### src/rtl/priority_arb_n_v.sv
// Registered N-line priority/round-robin arbiter. A grant is offered on a
// valid/ready handshake and held stable until the consumer accepts it.
module priority_arb_n_v #(
    parameter  int N = 8,
    localparam int W = (N > 1) ? $clog2(N) : 1
) (
    input  logic         i_clk,
    input  logic         i_rst_n,
    input  logic [N-1:0] i_req,
    input  logic         i_mode,
    input  logic         i_ready,
    output logic         o_valid,
    output logic [W-1:0] o_grant_idx,
    output logic [N-1:0] o_grant_oh,
    output logic         o_any_req
);

    typedef enum logic {
        IDLE = 1'b0,
        HOLD = 1'b1
    } state_t;

    state_t         state_r;
    state_t         state_nxt_s;
    logic [W-1:0]   ptr_r;
    logic [W-1:0]   ptr_inc_s;
    logic [W-1:0]   ptr_eff_s;
    logic [W-1:0]   arb_idx_s;
    logic [N-1:0]   arb_oh_s;
    logic [W-1:0]   cand_idx_s;
    logic           found_s;
    logic           hit_s;
    int             cand_s;
    logic           any_req_s;
    logic           load_s;
    logic           accept_s;
    logic           valid_r;
    logic [W-1:0]   idx_r;
    logic [N-1:0]   oh_r;

    assign any_req_s = |i_req;

    // Successor of the granted index, wrapping mod N rather than mod 2^W so
    // unused codes of a non-power-of-2 N can never be reached.
    assign ptr_inc_s = (idx_r == W'(N - 1)) ? {W{1'b0}} : (idx_r + {{(W-1){1'b0}}, 1'b1});

    // An accept and a re-arbitration share one edge, so the search must start
    // from the pointer value that the accept is about to write.
    assign ptr_eff_s = accept_s ? ptr_inc_s : ptr_r;

    // Arbitration: lowest set line in fixed mode, first set line at or above
    // the pointer (wrapping) in round-robin mode.
    always_comb begin
        arb_idx_s  = {W{1'b0}};
        found_s    = 1'b0;
        hit_s      = 1'b0;
        cand_s     = 0;
        cand_idx_s = {W{1'b0}};
        if (!i_mode) begin
            for (int i = N - 1; i >= 0; i--) begin
                arb_idx_s = i_req[i] ? W'(i) : arb_idx_s;
            end
        end else begin
            for (int k = 0; k < N; k++) begin
                cand_s     = int'(ptr_eff_s) + k;
                cand_s     = (cand_s >= N) ? (cand_s - N) : cand_s;
                cand_idx_s = W'(cand_s);
                hit_s      = !found_s && i_req[cand_idx_s];
                arb_idx_s  = hit_s ? cand_idx_s : arb_idx_s;
                found_s    = found_s | hit_s;
            end
        end
    end

    // One-hot form of the arbitration result.
    always_comb begin
        arb_oh_s            = {N{1'b0}};
        arb_oh_s[arb_idx_s] = 1'b1;
    end

    // Next-state and handshake control.
    always_comb begin
        state_nxt_s = state_r;
        load_s      = 1'b0;
        accept_s    = 1'b0;
        case (state_r)
            IDLE: begin
                if (any_req_s) begin
                    load_s      = 1'b1;
                    state_nxt_s = HOLD;
                end else begin
                    state_nxt_s = IDLE;
                end
            end
            HOLD: begin
                if (i_ready) begin
                    accept_s = 1'b1;
                    if (any_req_s) begin
                        load_s      = 1'b1;
                        state_nxt_s = HOLD;
                    end else begin
                        state_nxt_s = IDLE;
                    end
                end else begin
                    state_nxt_s = HOLD;
                end
            end
            default: begin
                state_nxt_s = IDLE;
            end
        endcase
    end

    // State, pointer and presented-grant registers.
    always_ff @(posedge i_clk) begin
        if (!i_rst_n) begin
            state_r <= IDLE;
            ptr_r   <= {W{1'b0}};
            valid_r <= 1'b0;
            idx_r   <= {W{1'b0}};
            oh_r    <= {N{1'b0}};
        end else begin
            state_r <= state_nxt_s;
            if (accept_s) begin
                ptr_r <= ptr_inc_s;
            end
            if (load_s) begin
                valid_r <= 1'b1;
                idx_r   <= arb_idx_s;
                oh_r    <= arb_oh_s;
            end else if (state_nxt_s == IDLE) begin
                valid_r <= 1'b0;
                idx_r   <= {W{1'b0}};
                oh_r    <= {N{1'b0}};
            end
        end
    end

    assign o_valid     = valid_r;
    assign o_grant_idx = idx_r;
    assign o_grant_oh  = oh_r;
    assign o_any_req   = any_req_s;

endmodule

### config.mk
export PLATFORM = sky130hd
export DESIGN_NAME = priority_arb_n_v
export DESIGN_NICKNAME = d
export VERILOG_FILES = /design/src/rtl/priority_arb_n_v.sv
export SDC_FILE = /design/constraint.sdc
export NUM_CORES = 1
export LEC_CHECK = 0
export CORE_MARGIN = 5
export CORE_UTILIZATION = 60
export CTS_BUF_LIST = sky130_fd_sc_hd__clkbuf_8
export CTS_CLUSTER_DIAMETER = 200
export DETAILED_ROUTE_END_ITERATION = 8
export PLACE_DENSITY = 0.92
export SLEW_MARGIN = 25
export SYNTH_ARGS = -nofsm -noshare
export SYNTH_HDL_FRONTEND = slang
export SYNTH_SLANG_ARGS = --single-unit
### constraint.sdc
create_clock -name i_clk -period 9.9 [get_ports i_clk]
set_input_delay 2.475 -clock i_clk [delete_from_list [all_inputs] [get_ports i_clk]]
set_output_delay 2.475 -clock i_clk [all_outputs]
set_load 0.02 [all_outputs]
==> results.sh <==
export IMPL_status="finished clean"
export IMPL_fin_crit_ns=7.24
export IMPL_rows=20
export IMPL_yosysSeqAreaShare=0.168
export IMPL_grt_overflow=0
export IMPL_max_vdd_ir_drop_v=0.000122
export IMPL_diodes=0
export IMPL_finalWeightedCongestion=1.00
export IMPL_dr_total_vias=2156
export IMPL_drc=0
export IMPL_final_cell_area_um2=2160
export IMPL_worstSetupEndpointType="flop"
export IMPL_cts_tree="built"
export IMPL_holdBufCountCts=0
export IMPL_yosys_top_cells_area="dfxtp_1 (17%), nand2_1 (5.1%), mux4_2 (4.7%)"
export IMPL_hold_depth=2
export IMPL_synthesis_area_um2=1910
export IMPL_synth_cells=242
export IMPL_numPortBuffers=24
export IMPL_crit_arrival_ns=7.38
export IMPL_async_reset_ff_frac=0
export IMPL_leakagePower_uw=0.000767
export IMPL_ios=25
export IMPL_synth_avg_cell_area_um2=7.90
export IMPL_startpoint_type="primary input"
export IMPL_maxCapViolations=0
export IMPL_worst_ep_required_time_ns=10.05
export IMPL_drt_iter0_markers=324
export IMPL_holdPathEnd="o_grant_oh[2]"
export IMPL_rr_worst_depth=14
export IMPL_initial_utilization=0.626
export IMPL_cts_max_level=1
export IMPL_r2r_start="o_grant_idx[0]"
export IMPL_synthesis_nets=257
export IMPL_grt_pass1_vias=2013
export IMPL_grt_max_degree=19
export IMPL_yosysWarnings=0
export IMPL_drt_wl_total_mm=5.78
export IMPL_dpl_cell_area_um2=2120
export IMPL_drv_slew=0
export IMPL_drive_gt1_frac=0.130
export IMPL_clock_skew_ns=0.00236
export IMPL_netlist_top_cell_by_area="dfxtp_1"
export IMPL_area_delta_synth_final_pct=13.2
export IMPL_clk_latency_ns=0.25
export IMPL_die_h_um=66.5
export IMPL_hold_start="o_grant_oh[2]"
export IMPL_finalHoldViolations=0
export IMPL_synthFlopType="dfxtp_1"
export IMPL_grt_usage=0.275
export IMPL_antenna_found_initial=0
export IMPL_grt_pass1_wl_mm=9.44
export IMPL_power_density_nw_per_um2=133
export IMPL_hp_class="flop to flop"
export IMPL_rsz0062_at_grt="no"
export IMPL_die_w_um=66.5
export IMPL_post_cts_buffers=0
export IMPL_relSlewSlack=0.563
export IMPL_clock_sinks=16
export IMPL_r2r_end="o_grant_oh[6]"
export IMPL_cts_buffers=3
export IMPL_coreArea_um2=3050
export IMPL_worst_pin_slew_ns=0.651
export IMPL_setup_viol=0
export IMPL_cts_repair_resize_count=0
export IMPL_synth_edf_count=0
export IMPL_vias_per_cell=7.26
export IMPL_synth_seq_cells=16
export IMPL_fin_crit_sh=0.731
export IMPL_nFillCells=259
export IMPL_place_hpwl_mm=4.36
export IMPL_drt_pass1_iter_count=5
export IMPL_path_clk_slew_ns=0.06
export IMPL_fmax_mhz=138
export IMPL_routedWlPerCell_um=19.5
export IMPL_cts_root_buf="clkbuf_8"
export IMPL_postRouteAntennaNets=0
export IMPL_ff2ff_setup_slack_ns=5.02
export IMPL_synth_top_area_frac=0.168
export IMPL_worst_setup_path_type="primary input to flop"
export IMPL_ys_types=73
export IMPL_fin_tns_setup_ns=0
export IMPL_clk_path_buf_depth=2
export IMPL_finalNetCount=270
export IMPL_cp_max_fo=18
export IMPL_die_area_um2=4420
## worst max-delay path, cell delays in order
cell and delay (ns):
clkdlybuf4s50_1 0.70, and3_4 0.34, a21oi_2 0.45, inv_2 0.23, ha_1 0.58, nand2b_1 0.24, a211oi_1 0.59, o22ai_1 0.30
nand2_1 0.23, and3b_1 0.21, o41ai_2 0.21, a211oi_1 0.11, or3b_4 0.43, o31ai_1 0.26
## placed cells by master, fill, tap and decap left out, types with 3 or more instances in the layout
cell type / count
inv_1: 3
o31ai_1: 7
a21oi_1: 14
a22oi_1: 3
clkdlybuf4s50_1: 24
o21ai_1: 3
clkbuf_8: 3
and2_1: 3
o22ai_1: 3
o21ai_0: 9
nand3_1: 14
nand2b_1: 5
nand2_1: 26
and3_1: 7
nor2_1: 17
a211oi_1: 5
o21a_1: 3
a211o_1: 3
o211ai_1: 3
ha_1: 3
nand4_1: 6
dfxtp_1: 16
a31oi_1: 5
nor3_1: 5
mux4_2: 4
## final cells by class
cell class / count / area (µm²) / share of cell area
Multi-Input combinational cell: 205 / 1490 / 0.688
Sequential cell: 16 / 320 / 0.148
Timing Repair Buffer: 24 / 240 / 0.111
Tap cell: 44 / 55.1 / 0.0254
Clock buffer: 3 / 41.3 / 0.0191
Inverter: 5 / 18.8 / 0.00868
## sequential cells by signal, summed over array words and instances (netlist names)
signal,flops
o_grant_idx,3
state_r,1
o_grant_oh,8
ptr_r,3
o_valid,1
## worst max-delay path by stage
stage,startpoint,to,slack [ns],depth (start not counted)
5_1_grt,i_ready,o_grant_oh[6],2.38,14
3_5_place_dp,i_ready,o_grant_oh[3],2.64,14
6_report,i_ready,o_grant_oh[6],2.66,14
2_1_floorplan,i_req[5],o_any_req,4.15,3
4_1_cts,i_ready,o_grant_oh[6],2.87,14
3_3_place_gp,i_ready,o_grant_oh[6],2.79,14
## per-stage QoR
| step | hold WS [ns] | utilization | instances | power, µW | setup WS [ns] |
|---|---|---|---|---|---|
| after CTS | 0.465 | 0.709 | 297 | 283 | 2.87 |
| after global placement | 0.440 | 0.695 | 294 | 233 | 2.79 |
| after detailed placement | 0.446 | 0.695 | 294 | 235 | 2.64 |
| after global routing | 0.493 | 0.709 | 297 | 305 | 2.38 |
| after floorplan | 0.532 | - | 242 | 198 | 4.15 |
| final | 0.470 | 0.709 | 297 | 287 | 2.66 |
## synth_stat cells (3+ instances only)
cell type	count
o21ai_1	3
a31oi_1	5
and2_1	3
nor2_1	17
ha_1	3
mux4_2	4
buf_6	3
a21oi_1	14
o21ai_0	9
a211o_1	3
a22oi_1	3
o211ai_1	3
nand4_1	6
and3_1	7
o31ai_1	7
nand3_1	14
nand2b_1	5
nor3_1	5
inv_1	3
o22ai_1	3
dfxtp_1	16
a211oi_1	5
clkbuf_1	10
nand2_1	26
o21a_1	3
## per-layer routing
| layer | vias to the layer above | part of all wire | track usage | wire length [µm] |
|---|---|---|---|---|
| met3 | 29 | 0.11 | 0.0506 | 651 |
| met5 | - | 0 | 0 | 0 |
| met2 | 177 | 0.45 | 0.431 | 2590 |
| li1 | 973 | - | - | - |
| met1 | 977 | 0.40 | 0.366 | 2340 |
| met4 | 0 | 0.035 | 0.117 | 204 |
## report_power, final
group | total (µW) | leakage (µW) | switching, µW | internal [µW]
Sequential | 73.9 | 0.000131 | 4.61 | 69.3
Clock | 47.2 | 0.0000216 | 20.3 | 27.0
Combinational | 166 | 0.000614 | 98.8 | 67.4
Total | 287 | 0.000767 | 124 | 164
## kinds of logic (layout without fill, tap and decap cells)
kind of cell | Yosys count | in the layout | share of synthesized area
and+or+nand+nor | 103 | 103 | 0.306
buffers and inverters | 21 | 32 | 0.0543
xor gates and xnor gates | 2 | 2 | 0.00916
muxes | 7 | 7 | 0.0661
AOI/OAI and AO/OA | 90 | 90 | 0.378
adders and majority gates | 3 | 3 | 0.0196
DFF | 16 | 16 | 0.168
Note: power is estimated with default switching activity, not from simulation.
